`src/rtl/config_shadow_chain_if.sv`:
```
// ============================================================================
// Module : config_shadow_chain_if
// Brief  : Chain, commit and status signals of one config shadow chain tile.
//          cfg_parity exists only when CONFIG_PARITY_EN is defined.
// Rev    : 1.0
// ============================================================================
`default_nettype none

interface config_shadow_chain_if #(
    parameter int CONF_WIDTH = 64,
    parameter int LANES      = 1
);
    logic                  cen;
    logic                  set_in;
    logic [LANES-1:0]      shift_in;
`ifdef CONFIG_PARITY_EN
    logic                  cfg_parity;
`endif
    logic [LANES-1:0]      shift_out;
    logic [CONF_WIDTH-1:0] conf_active;
    logic                  loaded;
    logic                  frame_done;
    logic                  commit_err;

    modport master (
`ifdef CONFIG_PARITY_EN
        output cfg_parity,
`endif
        output cen,
        output set_in,
        output shift_in,
        input  shift_out,
        input  conf_active,
        input  loaded,
        input  frame_done,
        input  commit_err
    );

    modport slave (
`ifdef CONFIG_PARITY_EN
        input  cfg_parity,
`endif
        input  cen,
        input  set_in,
        input  shift_in,
        output shift_out,
        output conf_active,
        output loaded,
        output frame_done,
        output commit_err
    );
endinterface

`default_nettype wire

```
`src/rtl/config_shadow_chain.sv`:
```
// ============================================================================
// Module : config_shadow_chain
// Brief  : Double-buffered routing config shift chain with frame counter and
//          guarded commit. Optional macro CONFIG_PARITY_EN adds a parity check
//          on commit.
// Rev    : 1.0
// ============================================================================
`default_nettype none

module config_shadow_chain #(
    parameter int CONF_WIDTH = 64,
    parameter int LANES      = 1
) (
    input  logic                 clk,
    input  logic                 rst,
    config_shadow_chain_if.slave bus
);

    localparam int c_BEATS = CONF_WIDTH / LANES;
    localparam int c_CNT_W = $clog2(c_BEATS + 1);
    localparam logic [c_CNT_W-1:0] c_BEATS_CNT = c_CNT_W'(c_BEATS);

    typedef enum logic [1:0] {
        S_EMPTY   = 2'd0,
        S_LOADING = 2'd1,
        S_FULL    = 2'd2
    } state_t;

    state_t                r_state;
    logic [c_CNT_W-1:0]    r_count;
    logic [CONF_WIDTH-1:0] r_shadow;
    logic [CONF_WIDTH-1:0] r_active;
    logic                  r_frame_done;
    logic                  r_commit_err;

    logic [CONF_WIDTH-1:0] w_shadow_shifted;
    logic [c_CNT_W-1:0]    w_count_inc;
    logic                  w_parity_ok;
    logic                  w_commit_ok;

    // New lanes enter at the top so the first beat of a frame lands in the low bits.
    generate
        if (LANES < CONF_WIDTH) begin : g_multi_beat
            assign w_shadow_shifted = {bus.shift_in, r_shadow[CONF_WIDTH-1:LANES]};
        end else begin : g_single_beat
            assign w_shadow_shifted = bus.shift_in;
        end
    endgenerate

`ifdef CONFIG_PARITY_EN
    assign w_parity_ok = ((^r_shadow) == bus.cfg_parity);
`else
    assign w_parity_ok = 1'b1;
`endif

    assign w_count_inc = r_count + c_CNT_W'(1);
    assign w_commit_ok = (r_state == S_FULL) && w_parity_ok;

    always_ff @(posedge clk or negedge rst) begin
        if (!rst) begin
            r_state      <= S_EMPTY;
            r_count      <= '0;
            r_shadow     <= '0;
            r_active     <= '0;
            r_frame_done <= 1'b0;
            r_commit_err <= 1'b0;
        end else begin
            r_frame_done <= 1'b0;
            if (bus.set_in) begin
                // Commit takes priority over a coincident shift beat.
                if (w_commit_ok) begin
                    r_active     <= r_shadow;
                    r_count      <= '0;
                    r_state      <= S_EMPTY;
                    r_commit_err <= 1'b0;
                    r_frame_done <= 1'b1;
                end else begin
                    r_commit_err <= 1'b1;
                end
            end else if (bus.cen) begin
                r_shadow <= w_shadow_shifted;
                case (r_state)
                    S_EMPTY, S_LOADING: begin
                        r_count <= w_count_inc;
                        r_state <= (w_count_inc == c_BEATS_CNT) ? S_FULL : S_LOADING;
                    end
                    default: begin
                        // Full: keep passing data through, count stays saturated.
                        r_count <= r_count;
                        r_state <= r_state;
                    end
                endcase
            end
        end
    end

    assign bus.shift_out   = r_shadow[LANES-1:0];
    assign bus.conf_active = r_active;
    assign bus.loaded      = (r_state == S_FULL);
    assign bus.frame_done  = r_frame_done;
    assign bus.commit_err  = r_commit_err;

endmodule

`default_nettype wire

```
`src/flat_wrapper.sv`:
```
// flat-port wrapper written by rule: the top's interface ports become plain ports
module config_shadow_chain_flat 
#(
    parameter int CONF_WIDTH = 64,
    parameter int LANES      = 1
)
  (clk, rst, bus_cen, bus_set_in, bus_shift_in, bus_shift_out, bus_conf_active, bus_loaded, bus_frame_done, bus_commit_err);
  config_shadow_chain_if #(.CONF_WIDTH(CONF_WIDTH), .LANES(LANES)) bus_i ();
  input  logic clk;
  input  logic rst;
  input wire logic [$bits(bus_i.cen)-1:0] bus_cen;
  input wire logic [$bits(bus_i.set_in)-1:0] bus_set_in;
  input wire logic [$bits(bus_i.shift_in)-1:0] bus_shift_in;
  output wire logic [$bits(bus_i.shift_out)-1:0] bus_shift_out;
  output wire logic [$bits(bus_i.conf_active)-1:0] bus_conf_active;
  output wire logic [$bits(bus_i.loaded)-1:0] bus_loaded;
  output wire logic [$bits(bus_i.frame_done)-1:0] bus_frame_done;
  output wire logic [$bits(bus_i.commit_err)-1:0] bus_commit_err;
  assign bus_i.cen = bus_cen;
  assign bus_i.set_in = bus_set_in;
  assign bus_i.shift_in = bus_shift_in;
  assign bus_shift_out = bus_i.shift_out;
  assign bus_conf_active = bus_i.conf_active;
  assign bus_loaded = bus_i.loaded;
  assign bus_frame_done = bus_i.frame_done;
  assign bus_commit_err = bus_i.commit_err;
  config_shadow_chain #(.CONF_WIDTH(CONF_WIDTH), .LANES(LANES)) u_core (.clk(clk), .rst(rst), .bus(bus_i));
endmodule
```
`config.mk`:
```
export PLATFORM = sky130hd
export DESIGN_NAME = config_shadow_chain_flat
export DESIGN_NICKNAME = d
export VERILOG_FILES = /design/src/rtl/config_shadow_chain_if.sv /design/src/rtl/config_shadow_chain.sv /design/src/flat_wrapper.sv
export SDC_FILE = /design/constraint.sdc
export NUM_CORES = 1
export LEC_CHECK = 0
export CAP_MARGIN = 20
export CORE_MARGIN = 10
export CORE_UTILIZATION = 44
export CTS_BUF_LIST = sky130_fd_sc_hd__clkbuf_4 sky130_fd_sc_hd__clkbuf_8
export CTS_CLUSTER_SIZE = 24
export DETAILED_ROUTE_END_ITERATION = 12
export DONT_BUFFER_PORTS = 1
export HOLD_SLACK_MARGIN = 0.05
export PLACE_DENSITY = 0.7
export SLEW_MARGIN = 10
export SYNTH_ARGS = -nofsm -noshare
export SYNTH_HDL_FRONTEND = slang
export SYNTH_SLANG_ARGS = --single-unit
```
`constraint.sdc`:
```
create_clock -name clk -period 1.4 [get_ports clk]
set_input_delay 0.28 -clock clk [delete_from_list [all_inputs] [get_ports clk]]
set_output_delay 0.28 -clock clk [all_outputs]
set_load 0.005 [all_outputs]
```
==> run metrics <==
status=complete, but fails checks; violated checks=negative hold slack, negative setup slack; routed vias=3,162; leading cell type in the layout, fill and taps excluded=nand2_1; clk buf depth=2; Die Y=130 microns; Clk Latency, worst-skew pair=0.43 ns; area of the multi-input gates=0.00176 sq mm; CP startpoint kind=register; worst path arrival time=1.13 ns; GRT Util Overall=0.119; standby leakage power=3.21 nW; row count=40; drc violations=0; # placed instances=599; clock slew at reported path FFs=0.08 ns; mux share of post-synthesis cell area=0.134; antenna violations before repair=0; worst hold path class=input port to asynchronous set/reset pin; commonest cells after routing, fill and taps aside=nand2_1, dfrtp_1, mux2_2, clkbuf_8, buf_4; Fillers=1,071; GPL Wtd Cong=0.760; Peak supply drop=0.577 mV; Wirelength per Cell=15.3 microns; Power, Total=8.53 mW; DR iter-0 viols=187; Die W=130 microns; Sinks on Clock Net=139; Slew HR=0.819; post-synthesis simple-gate area fraction=0.156; Power Density=1400 mW/mm^2; Crit Path Max Fanout=2; Critical Path RT=1.12 ns; Setup crit end kind=primary output; mapped cell area=0.00537 sq mm; Routed Wire Length=9780 microns; FF+latch area=0.00348 sq mm; pre-CTS setup slack=0.0502 ns; I/O Buffers=0; Worst-Margin Slew=0.268 ns; TNS Setup=-0.00885 ns; die footprint=0.0170 sq mm; ANT cells=0; I/O pins=73; CORE AREA=0.0120 sq mm; register area share after synthesis=0.648; fin nets=484; proportion of layout cells with a drive suffix above 1=0.263; syn avg cell area=11.6 sq um; Initial Utilization=0.449; setup ws final=-0.00885 ns; first-pass GRT wire length=16,100 microns; Yosys reg bits=139; Mapped Cells=463; number of global-route vias before repair=3,204; adder-cell share of the synthesized area=0.00233; unique cell type count in the Yosys netlist=26; Compound-Gate Fraction of Synth Area=0.0231; skew final=0.00928 ns; CTS tree=yes; H-tree lvl count=4; Crit Path Class=register to primary output; Synth Net Count=469; synth warn=0; Final Cycle Share=1.01; MaxCap Viol Count=0; Fmax achieved=0.710 GHz; GR Overflow Total=0; Post-Synth XOR/XNOR Area=0.00490; Detailed Routing Iterations Pass 1=4; worst hold slack=-0.457 ns; pin count of the biggest net entering global routing=140; vias per cell=4.96; post-detail-place hpwl=6190 microns; max-slew violation count=0; combinational family with the most area after synthesis=simple AND/OR/NAND/NOR gates; unrepaired setup endpoints after global routing=yes; area grow syn2layout=13.3%; Root Driver=clkbuf_8; final hold vios=139; cts hold-fix bufs=2; Routed Antenna Nets=0; Finished Layout Cells=638; fin crit period=1.41 ns; final setup vio count=1; CTS Buf Count=17
## area by class of cell
cell class	instances	share of cell area
flip-flops and latches	139	0.573
repair buffers	17	0.0319
clock inverters	12	0.0305
clock buffers	20	0.0442
well taps	147	0.0303
inverters	2	0.00123
multi-input cells	301	0.289
## through the flow
| stage | instance area [sq um] | utilization |
|---|---|---|
| after floorplan | 5370 | - |
| after global placement | 5510 | 0.461 |
| after detailed placement | 5510 | 0.461 |
| after CTS | 6010 | 0.502 |
| after global routing | 6080 | 0.508 |
| final | 6080 | 0.508 |
## worst max-delay path, cell delays in order (launching register included)
cell     delay (ns)
dfrtp_1        0.40
and2b_1        0.17
buf_4          0.14
## report_power, final
group / total (mW) / switching (mW) / internal (mW)
logic: 0.419 / 0.151 / 0.268
registers: 4.48 / 0.216 / 4.27
clock network: 3.63 / 1.55 / 2.08
## synth_stat cells, drive strengths merged
cell type  count  area (sq um)
inv            2          7.50
dfrtp        139          3480
xor2           2          17.5
ha             1          12.5
o21ai          9          45.0
nor2           6          22.5
buf           21           158
o21a           2          15.0
a22o           1          10.0
a211oi         1          7.51
o32a           1          10.0
mux2          64           721
nor3b          1          18.8
xnor2          1          8.76
o41ai          1          8.76
o31ai          3          22.5
nand2        200           751
and2b          1          7.51
a21oi          1          5.00
nand3          4          25.0
or2            1          6.26
and2           1          7.51
## routing by layer
layer	wire length [microns]	vias up	GRT usage
met5	0	-	0
met4	158	0	0.0425
met3	884	16	0.0556
met2	4650	78	0.193
met1	4080	1542	0.137
li1	-	1526	-
## flip-flops by register name, summed over array words and instances, names as in the netlist
name                    flops
u_core.r_count              7
u_core.bus.commit_err       1
u_core.bus.conf_active     64
u_core.r_state              2
u_core.r_shadow            64
u_core.bus.frame_done       1
## what timing repair did
| item | CTS | global route |
|---|---|---|
| endpoints found under the setup margin | 1 | 69 |
| setup buffers | 3 | 3 |
| pin swaps | 0 | 6 |
| resized for setup | 2 | 20 |
| hold endpoints to repair | 141 | 139 |
## final timing paths
path / startpoint / to / slack [ns] / cells after the start
worst min-delay path: rst / u_core.bus.conf_active[20] / -0.46 / 0
worst max-delay path: u_core.r_state[1] / bus_loaded / -0.009 / 2
max in group asynchronous: rst / u_core.r_shadow[58] / 1.67 / 0
min in group clk: bus_set_in / u_core.r_count[2] / 0.08 / 3
worst min register to register: u_core.r_shadow[63] / u_core.bus.conf_active[63] / 0.49 / 2
worst max register to register: u_core.r_state[1] / u_core.r_state[0] / 0.03 / 4
## cells by family (layout without fill, tap and decap cells)
kind of cell	Yosys count	after routing
compound gates	19	19
xor+xnor	3	3
fa+ha+maj	1	1
buf+inv	23	51
flops	139	139
mux	64	64
simple gates	214	214
(Power assumes the default switching activity.)
